--- src/rtl/spi_master_ctrl.sv ---
// SPI mode-0 transaction master for the 4 x 8-bit SPI slave register block.
// Sends a command byte plus 1-4 data bytes; returns read data with a done pulse.
module spi_master_ctrl #(
  parameter int CLK_DIV  = 50,
  parameter int READ_GAP = 64
) (
  input  logic        clk,
  input  logic        reset,
  input  logic        start,
  input  logic        rw,
  input  logic [1:0]  addr,
  input  logic [1:0]  len,
  input  logic [31:0] wdata,
  output logic [31:0] rdata,
  output logic        busy,
  output logic        done,
  output logic        SCLK,
  output logic        MOSI,
  input  logic        MISO,
  output logic        SS
);

  localparam int MAXV = (CLK_DIV > READ_GAP) ? CLK_DIV : READ_GAP;
  localparam int CW   = $clog2(MAXV);

  localparam logic [CW-1:0] C_HALF = CW'(CLK_DIV - 1);
  localparam logic [CW-1:0] C_GAP  = CW'(READ_GAP - 1);
  localparam logic [CW-1:0] C_ONE  = CW'(1);

  typedef enum logic [2:0] {
    S_IDLE,
    S_SETUP,
    S_CMD,
    S_GAP,
    S_DATA,
    S_HOLD,
    S_RECOVER
  } state_t;

  state_t        r_state;
  logic [CW-1:0] r_cnt;
  logic [2:0]    r_bit;
  logic [1:0]    r_byte;
  logic [1:0]    r_len;
  logic          r_rw;
  logic [7:0]    r_sh;
  logic [7:0]    r_rx;
  logic [31:0]   r_wd;
  logic [31:0]   r_rbuf;

  logic w_cnt_zero;
  logic w_last_bit;
  logic w_last_byte;

  assign w_cnt_zero  = (r_cnt == '0);
  assign w_last_bit  = (r_bit == 3'd0);
  assign w_last_byte = (r_byte == r_len);

  always_ff @(posedge clk or posedge reset) begin
    if (reset) begin
      r_state <= S_IDLE;
      r_cnt   <= '0;
      r_bit   <= 3'd7;
      r_byte  <= 2'd0;
      r_len   <= 2'd0;
      r_rw    <= 1'b0;
      r_sh    <= 8'h00;
      r_rx    <= 8'h00;
      r_wd    <= 32'h0;
      r_rbuf  <= 32'h0;
      rdata   <= 32'h0;
      busy    <= 1'b0;
      done    <= 1'b0;
      SCLK    <= 1'b0;
      MOSI    <= 1'b0;
      SS      <= 1'b1;
    end else begin
      done <= 1'b0;
      unique case (r_state)
        S_IDLE: begin
          if (start) begin
            r_state <= S_SETUP;
            r_rw    <= rw;
            r_len   <= len;
            r_wd    <= rw ? wdata : 32'h0;
            r_rbuf  <= 32'h0;
            r_cnt   <= C_HALF;
            r_bit   <= 3'd7;
            r_byte  <= 2'd0;
            // command byte is {rw, 5'b0, addr}; bit 7 goes out with SS
            MOSI    <= rw;
            r_sh    <= {5'b00000, addr, 1'b0};
            SCLK    <= 1'b0;
            SS      <= 1'b0;
            busy    <= 1'b1;
          end
        end
        S_SETUP: begin
          if (w_cnt_zero) begin
            r_state <= S_CMD;
            SCLK    <= 1'b1;
            r_rx    <= {r_rx[6:0], MISO};
            r_cnt   <= C_HALF;
          end else begin
            r_cnt <= r_cnt - 1'b1;
          end
        end
        S_CMD, S_DATA: begin
          if (!w_cnt_zero) begin
            r_cnt <= r_cnt - 1'b1;
          end else if (!SCLK) begin
            SCLK  <= 1'b1;
            r_rx  <= {r_rx[6:0], MISO};
            r_cnt <= C_HALF;
          end else begin
            SCLK  <= 1'b0;
            r_cnt <= C_HALF;
            if (!w_last_bit) begin
              r_bit <= r_bit - 1'b1;
              MOSI  <= r_sh[7];
              r_sh  <= {r_sh[6:0], 1'b0};
            end else begin
              r_bit <= 3'd7;
              if (r_state == S_CMD) begin
                if (r_rw) begin
                  r_state <= S_DATA;
                  MOSI    <= r_wd[7];
                  r_sh    <= {r_wd[6:0], 1'b0};
                end else begin
                  r_state <= S_GAP;
                  MOSI    <= 1'b0;
                  r_cnt   <= C_GAP;
                end
              end else begin
                if (!r_rw) begin
                  r_rbuf[{r_byte, 3'b000} +: 8] <= r_rx;
                end
                if (w_last_byte) begin
                  r_state <= S_HOLD;
                  MOSI    <= 1'b0;
                end else begin
                  r_byte <= r_byte + 1'b1;
                  MOSI   <= r_wd[15];
                  r_sh   <= {r_wd[14:8], 1'b0};
                  r_wd   <= {8'h00, r_wd[31:8]};
                end
              end
            end
          end
        end
        S_GAP: begin
          if (w_cnt_zero) begin
            r_state <= S_DATA;
            r_cnt   <= C_HALF;
          end else begin
            r_cnt <= r_cnt - 1'b1;
          end
        end
        S_HOLD: begin
          if (w_cnt_zero) begin
            r_state <= S_RECOVER;
            SS      <= 1'b1;
            r_cnt   <= C_HALF;
          end else begin
            r_cnt <= r_cnt - 1'b1;
          end
        end
        S_RECOVER: begin
          if (w_cnt_zero) begin
            r_state <= S_IDLE;
            busy    <= 1'b0;
          end else begin
            r_cnt <= r_cnt - 1'b1;
            if (r_cnt == C_ONE) begin
              done <= 1'b1;
              if (!r_rw) begin
                rdata <= r_rbuf;
              end
            end
          end
        end
        default: r_state <= S_IDLE;
      endcase
    end
  end

endmodule
--- config.mk ---
export PLATFORM = sky130hd
export DESIGN_NAME = spi_master_ctrl
export DESIGN_NICKNAME = d
export VERILOG_FILES = /design/src/rtl/spi_master_ctrl.sv
export SDC_FILE = /design/constraint.sdc
export NUM_CORES = 1
export LEC_CHECK = 0
export BUFFER_PORTS_ARGS = -buffer_cell sky130_fd_sc_hd__buf_2
export CORE_ASPECT_RATIO = 2
export CORE_MARGIN = 4
export CORE_UTILIZATION = 45
export DETAILED_ROUTE_END_ITERATION = 6
export GPL_ROUTABILITY_DRIVEN = 0
export SKIP_LAST_GASP = 1
export SLEW_MARGIN = 20
export SYNTH_ARGS = -nofsm -noshare
export SYNTH_HDL_FRONTEND = slang
export SYNTH_SLANG_ARGS = --single-unit
export TNS_END_PERCENT = 20
--- constraint.sdc ---
create_clock -name clk -period 10.64 [get_ports clk]
set_input_delay 0 -clock clk [delete_from_list [all_inputs] [get_ports clk]]
set_output_delay 0 -clock clk [all_outputs]
set_load 0.1 [all_outputs]
Yosys cells after proc, flatten, opt, wreduce, memory -nomap -nowiden

Index checks and enable logic that the tools add are counted.

Word-level logic and storage cells: 152
Bits in registers: 134
ROM bits: 0
Bits in writable memories: 0
Memories: 0
Output and inout bits: 37
Latch bits: 0

Bitwise operators: 2
$mul: 0
Muxes and demuxes: 81
Div/mod/pow operators: 0
Reduce and logical (&&, ||, !) cells: 23
Equal/unequal tests: 24
Shift-type cells: 2
Add/subtract/negate cells: 4
Order comparisons: 0

Operators with widths:

| kind                   | number |
|---|---|
| $mux 32                | 13 |
| $pmux 32 s2            | 2 |
| $mux 8                 | 10 |
| $mux 3                 | 15 |
| $bwmux 32              | 1 |
| $pmux 8 s2             | 2 |
| $shift 8x7->32 const A | 1 |
| $shiftx 8x7->32        | 1 |
| $ne 2x2->1 const B     | 13 |
| $mux 6                 | 4 |
| $pmux 6 s4             | 1 |
| $pmux 3 s6             | 1 |
| $mux 1                 | 16 |
| $mux 4                 | 4 |
| $reduce_and 4->1       | 4 |
| $reduce_and 7->1       | 2 |
| $mux 2                 | 6 |
| $eq 3x3->1 const B     | 3 |
| $reduce_and 3->1       | 3 |
| $reduce_and 9->1       | 1 |
| $ne 4x4->1 const B     | 2 |
| $reduce_bool 2->1      | 4 |
| $neg 5->7              | 1 |
| $eq 3x2->1 const B     | 2 |
| 20 further kinds       | 24 |

Depth between registers and ports, before layout

Depth in word-level cells: 9
Depth in mapped cells: 9
Depth with buffers taken out: 7

Worst setup path before layout

OpenSTA, ideal clock, no wires.

Path type: reg2reg
Start point: register SCLK
End point: register r_sh[1]
Data arrival time: 2.322 ns
Data required time: 10.515 ns
Cell stages (with the launch flop): 6
Library setup time: 0.125 ns
Period minus slack after synthesis: 2.447 ns
Setup slack: 8.193 ns
Path buffers: 0
Cell sequence: dfrtp_1 -> nand2_1 -> o31a_4 -> nor2_8 -> a21boi_4 -> mux2_2

Word-level cells in the longest chain between the ends: 2

RTL lines:

| what                       | RTL line | text |
|---|---|---|
| from (decl)                | 17       | `output logic SCLK,` |
| from (signal assigned)     | 74       | `SCLK <= 1'b0;` |
| from (signal assigned)     | 93       | `SCLK <= 1'b0;` |
| from (signal assigned)     | 101      | `SCLK <= 1'b1;` |
| $ne 2x2->1 (no line)       | --       |  |
| $reduce_and 6->1 (no line) | --       |  |
| to (signal assigned)       | 92       | `r_sh <= {5'b00000, addr, 1'b0};` |
| to (signal assigned)       | 121      | `r_sh <= {r_sh[6:0], 1'b0};` |
| to (signal assigned)       | 128      | `r_sh <= {r_wd[6:0], 1'b0};` |
| to (decl)                  | 46       | `logic [7:0] r_sh;` |

No other way between the ends.
A chain may end at the register's enable or synchronous reset.

Worst setup path in the final report

Start point: register r_cnt[1]
End point: register r_rx[1]

Word-level cells in the longest chain between the ends: 3
Elaborated cells between the ends (all ways): 4
Those cells by class: eq/ne (2); reduce/logical (2)

RTL lines:

| what                           | RTL line | text |
|---|---|---|
| from (decl)                    | 41       | `logic [CW-1:0] r_cnt;` |
| from (signal assigned)         | 105      | `r_cnt <= r_cnt - 1'b1;` |
| from (signal assigned)         | 110      | `r_cnt <= r_cnt - 1'b1;` |
| from (signal assigned)         | 156      | `r_cnt <= r_cnt - 1'b1;` |
| $logic_not 6->1 (*)            | 55       | `assign w_cnt_zero = (r_cnt == '0);` |
| $ne 2x2->1 (no line)           | --       |  |
| $reduce_and 4->1 (no line) (*) | --       |  |
| to (signal assigned)           | 102      | `r_rx <= {r_rx[6:0], MISO};` |
| to (signal assigned)           | 113      | `r_rx <= {r_rx[6:0], MISO};` |
| to (decl)                      | 47       | `logic [7:0] r_rx;` |

Mark *: on every way between the ends. The rest lies on a longest branch, timed or not.

==> reports/qor.csv <==
stage,metric,value,unit
setup_path,R2R depth,6,
routing,Avg WL per Cell,16.4,µm
routing,Post-route DRC,0,
yosys,Yosys cell types,52,
sta,Tightest Pin Transition,0.950,ns
power_and_ir_drop,Max IR drop VDD,0.120,mV
floorplanning,Rows,60,
yosys,Synthesis Warnings,0,
global_route,pin count of the biggest net entering global routing,85,
clocking,CTS tree,yes,
layout,Antenna diodes,0,
floorplanning,starting density of the core,45.9,%
yosys,Post-synth EDFFs,0,
routing,Post-Route WL,14400,µm
routing,starting DRC count in detailed routing,199,
layout,cell area after layout,7500,µm²
yosys,Syn Nets,671,
global_route,total track usage,19.4,%
sta,Slew Limit Fails,0,
setup_path,Crit. Startpoint,r_cnt[1],
clocking,postcts setup bufs,0,
setup_path,r2r setup slk,7.84,ns
yosys,ys flop type,dfrtp_1,
global_route,initial antenna violation count,0,
clocking,Sink Count,133,
floorplanning,Core Region,13400,µm²
layout,area growth from synthesis to layout,21.8,%
run,max cap viols,0,
min_path,worst min-delay path class,in2reg,
layout,non-filler cells in the finished layout,882,
setup_path,Worst Path Required,10.89,ns
setup_path,CP endpoint,r_rx[1],
routing,vias per cell,5.52,
clocking,CTS Hold Buffers Added,28,
floorplanning,die area,15700,µm²
layout,share of cells above drive strength 1,23.7,%
global_route,global route total overflow,0,
placement,# port buffers,77,
clocking,clk_lat worst skew,0.42,ns
outcome,violated checks,negative hold slack,
floorplanning,Die W,90.7,µm
setup_path,RR Endpoint,r_rx[1],
setup_path,WP data arrival,3.05,ns
clocking,post-CTS sizing,0,
placement,placed cells,822,
setup_path,crit path kind,reg2reg,
clocking,Worst-path clk slew,0.06,ns
outcome,outcome,"complete, but fails checks",
clocking,CTS Root Cell,clkbuf_16,
layout,final net count,763,
floorplanning,Die H,173,µm
yosys,cell area after synthesis,6160,µm²
clocking,clock buffer count from CTS,17,
sta,skew final,0.0134,ns
clocking,CTS HTree Levels,4,
sta,RSZ-0062 raised after global routing,no,
sta,period utilisation layout,26.4,%
clocking,CTS max path bufs,2,
setup_path,Setup crit start kind,flip-flop,
sta,TNS Setup,0,ns
setup_path,Crit. End Element,flip-flop,
power_and_ir_drop,PD cells,146,nW/µm²
yosys,share of flip-flops with an asynchronous set or reset,100,%
setup_path,worst r2r src,r_cnt[1],
global_route,vias in the first global route,5071,
floorplanning,Ports,78,
yosys,Avg Inst Size Synth,9.91,µm²
routing,Detailed Routing Iterations Pass 1,4,
yosys,post-synthesis instance total,622,
yosys,"Seq/Total Area, Yosys",54.1,%
sta,"Hold Vio Cnt, Final",1,
sta,maximum clock rate,357,MHz
global_route,global-route wire length before repair,24700,µm
min_path,Hold Path Origin,wdata[4],
sta,min cycle time layout,2.80,ns
yosys,"flops & latches, synth",133,
routing,vias,4871,
power_and_ir_drop,Static Leakage,3.57,nW
routing,post-route ant nets,0,
placement,Placed Area,6650,µm²
setup_path,CP max FO,16,
placement,hpwl dp,10300,µm
sta,worst hold margin,-0.0000280,ns
sta,final setup violation count,0,
sta,Slew headroom,36.7,%
-- where the power goes --
| group | internal [W] | total, W | switching, W |
|---|---|---|---|
| logic | 0.0000179 | 0.0000369 | 0.0000190 |
| clock network | 0.000308 | 0.000553 | 0.000245 |
| registers | 0.000507 | 0.000509 | 0.00000169 |
| total | 0.000833 | 0.00110 | 0.000265 |
-- worst max-delay path: stages, from the launching register on --
cell and delay, ns:
dfrtp_1 0.42, inv_1 0.10, ha_1 0.24, nor3b_1 0.69, nand2_1 0.22, a21oi_1 0.78
o21ai_0 0.19
-- layout by cell type, fill, tap and decap left out, types with 4 or more instances in the layout --
master / n
xnor2_1: 5
a31oi_1: 4
nand2_1: 123
nor3_1: 5
mux2_2: 41
a21oi_1: 32
a311oi_1: 5
o31ai_1: 10
clkbuf_16: 17
buf_4: 4
dlygate4sd3_1: 28
nand3_1: 14
dfstp_2: 4
inv_1: 19
buf_2: 77
inv_6: 4
ha_1: 8
o21ai_0: 77
clkinvlp_4: 4
and3_1: 24
nand4_1: 8
dfrtp_1: 129
a21o_1: 8
and2_1: 4
nor2_1: 16
-- flip-flops by register name, summed over array words and instances (netlist names) --
register and count:
r_rw 1, r_rx 8, SCLK 1, MOSI 1, rdata 32, r_byte 2, r_sh 7, r_state 3
r_len 2, r_bit 3, busy 1, r_wd 32, r_rbuf 32, r_cnt 6, SS 1, done 1
-- cells in the mapped netlist (8+ instances only) --
master / n / area share [%]
ha_1: 8 / 1.6
buf_2: 8 / 0.65
o31ai_1: 10 / 1.2
o21ai_0: 77 / 6.3
nand2_1: 123 / 7.5
nand4_1: 8 / 0.81
nand3_1: 14 / 1.1
a21oi_1: 32 / 2.6
a21o_1: 8 / 0.97
mux2_2: 41 / 7.5
and3_1: 24 / 2.4
clkbuf_1: 28 / 1.7
dfrtp_1: 129 / 52
nor2_1: 17 / 1.0
inv_1: 20 / 1.2
-- logic make-up after synthesis --
logic type	share of synthesized area (%)
AND/OR/NAND/NOR	16.9
AO/OA/AOI/OAI	14.8
flip-flops	54.1
buffers and inverters	3.70
multiplexers	8.18
adder cells (fa/ha/maj)	1.62
XOR/XNOR	0.711
-- routing by layer --
layer	wire (µm)	GRT usage [%]	vias up	share of wire, %
met5	0	0	-	0
met4	589	10.9	0	4.1
met3	468	3.43	40	3.2
met2	8080	35.5	137	56
met1	5300	20.7	2334	37
li1	-	-	2360	-
-- through the flow --
step,utilization [%],power [W],setup slack [ns]
floorplan,-,0.000535,7.09
global placement,49.5,0.000547,8.11
detailed placement,49.5,0.000548,7.87
CTS,55.8,0.00111,7.87
global route,55.8,0.00114,7.51
finish,55.8,0.00110,7.84
-- cell type report --
class                      count  area [µm²]
clock buffer                  17         425
clock inverter                15         141
fill                        1222        5930
inverter                      20        77.6
multi-input combinational    432        2630
sequential                   133        3330
tap                          155         194
timing repair buffer         110         707
-- worst min-delay path by stage --
stage | cells after the start | endpoint | slack [ns]
2_1_floorplan | 2 | r_rx[0] | 0.12
3_3_place_gp | 2 | rdata[27] | 0.12
3_5_place_dp | 2 | rdata[27] | 0.13
4_1_cts | 4 | r_wd[10] | 0.0002
5_1_grt | 4 | r_wd[5] | 0.005
6_report | 4 | r_wd[4] | -0.00003
No activity file was read; power rests on OpenSTA's default activity.
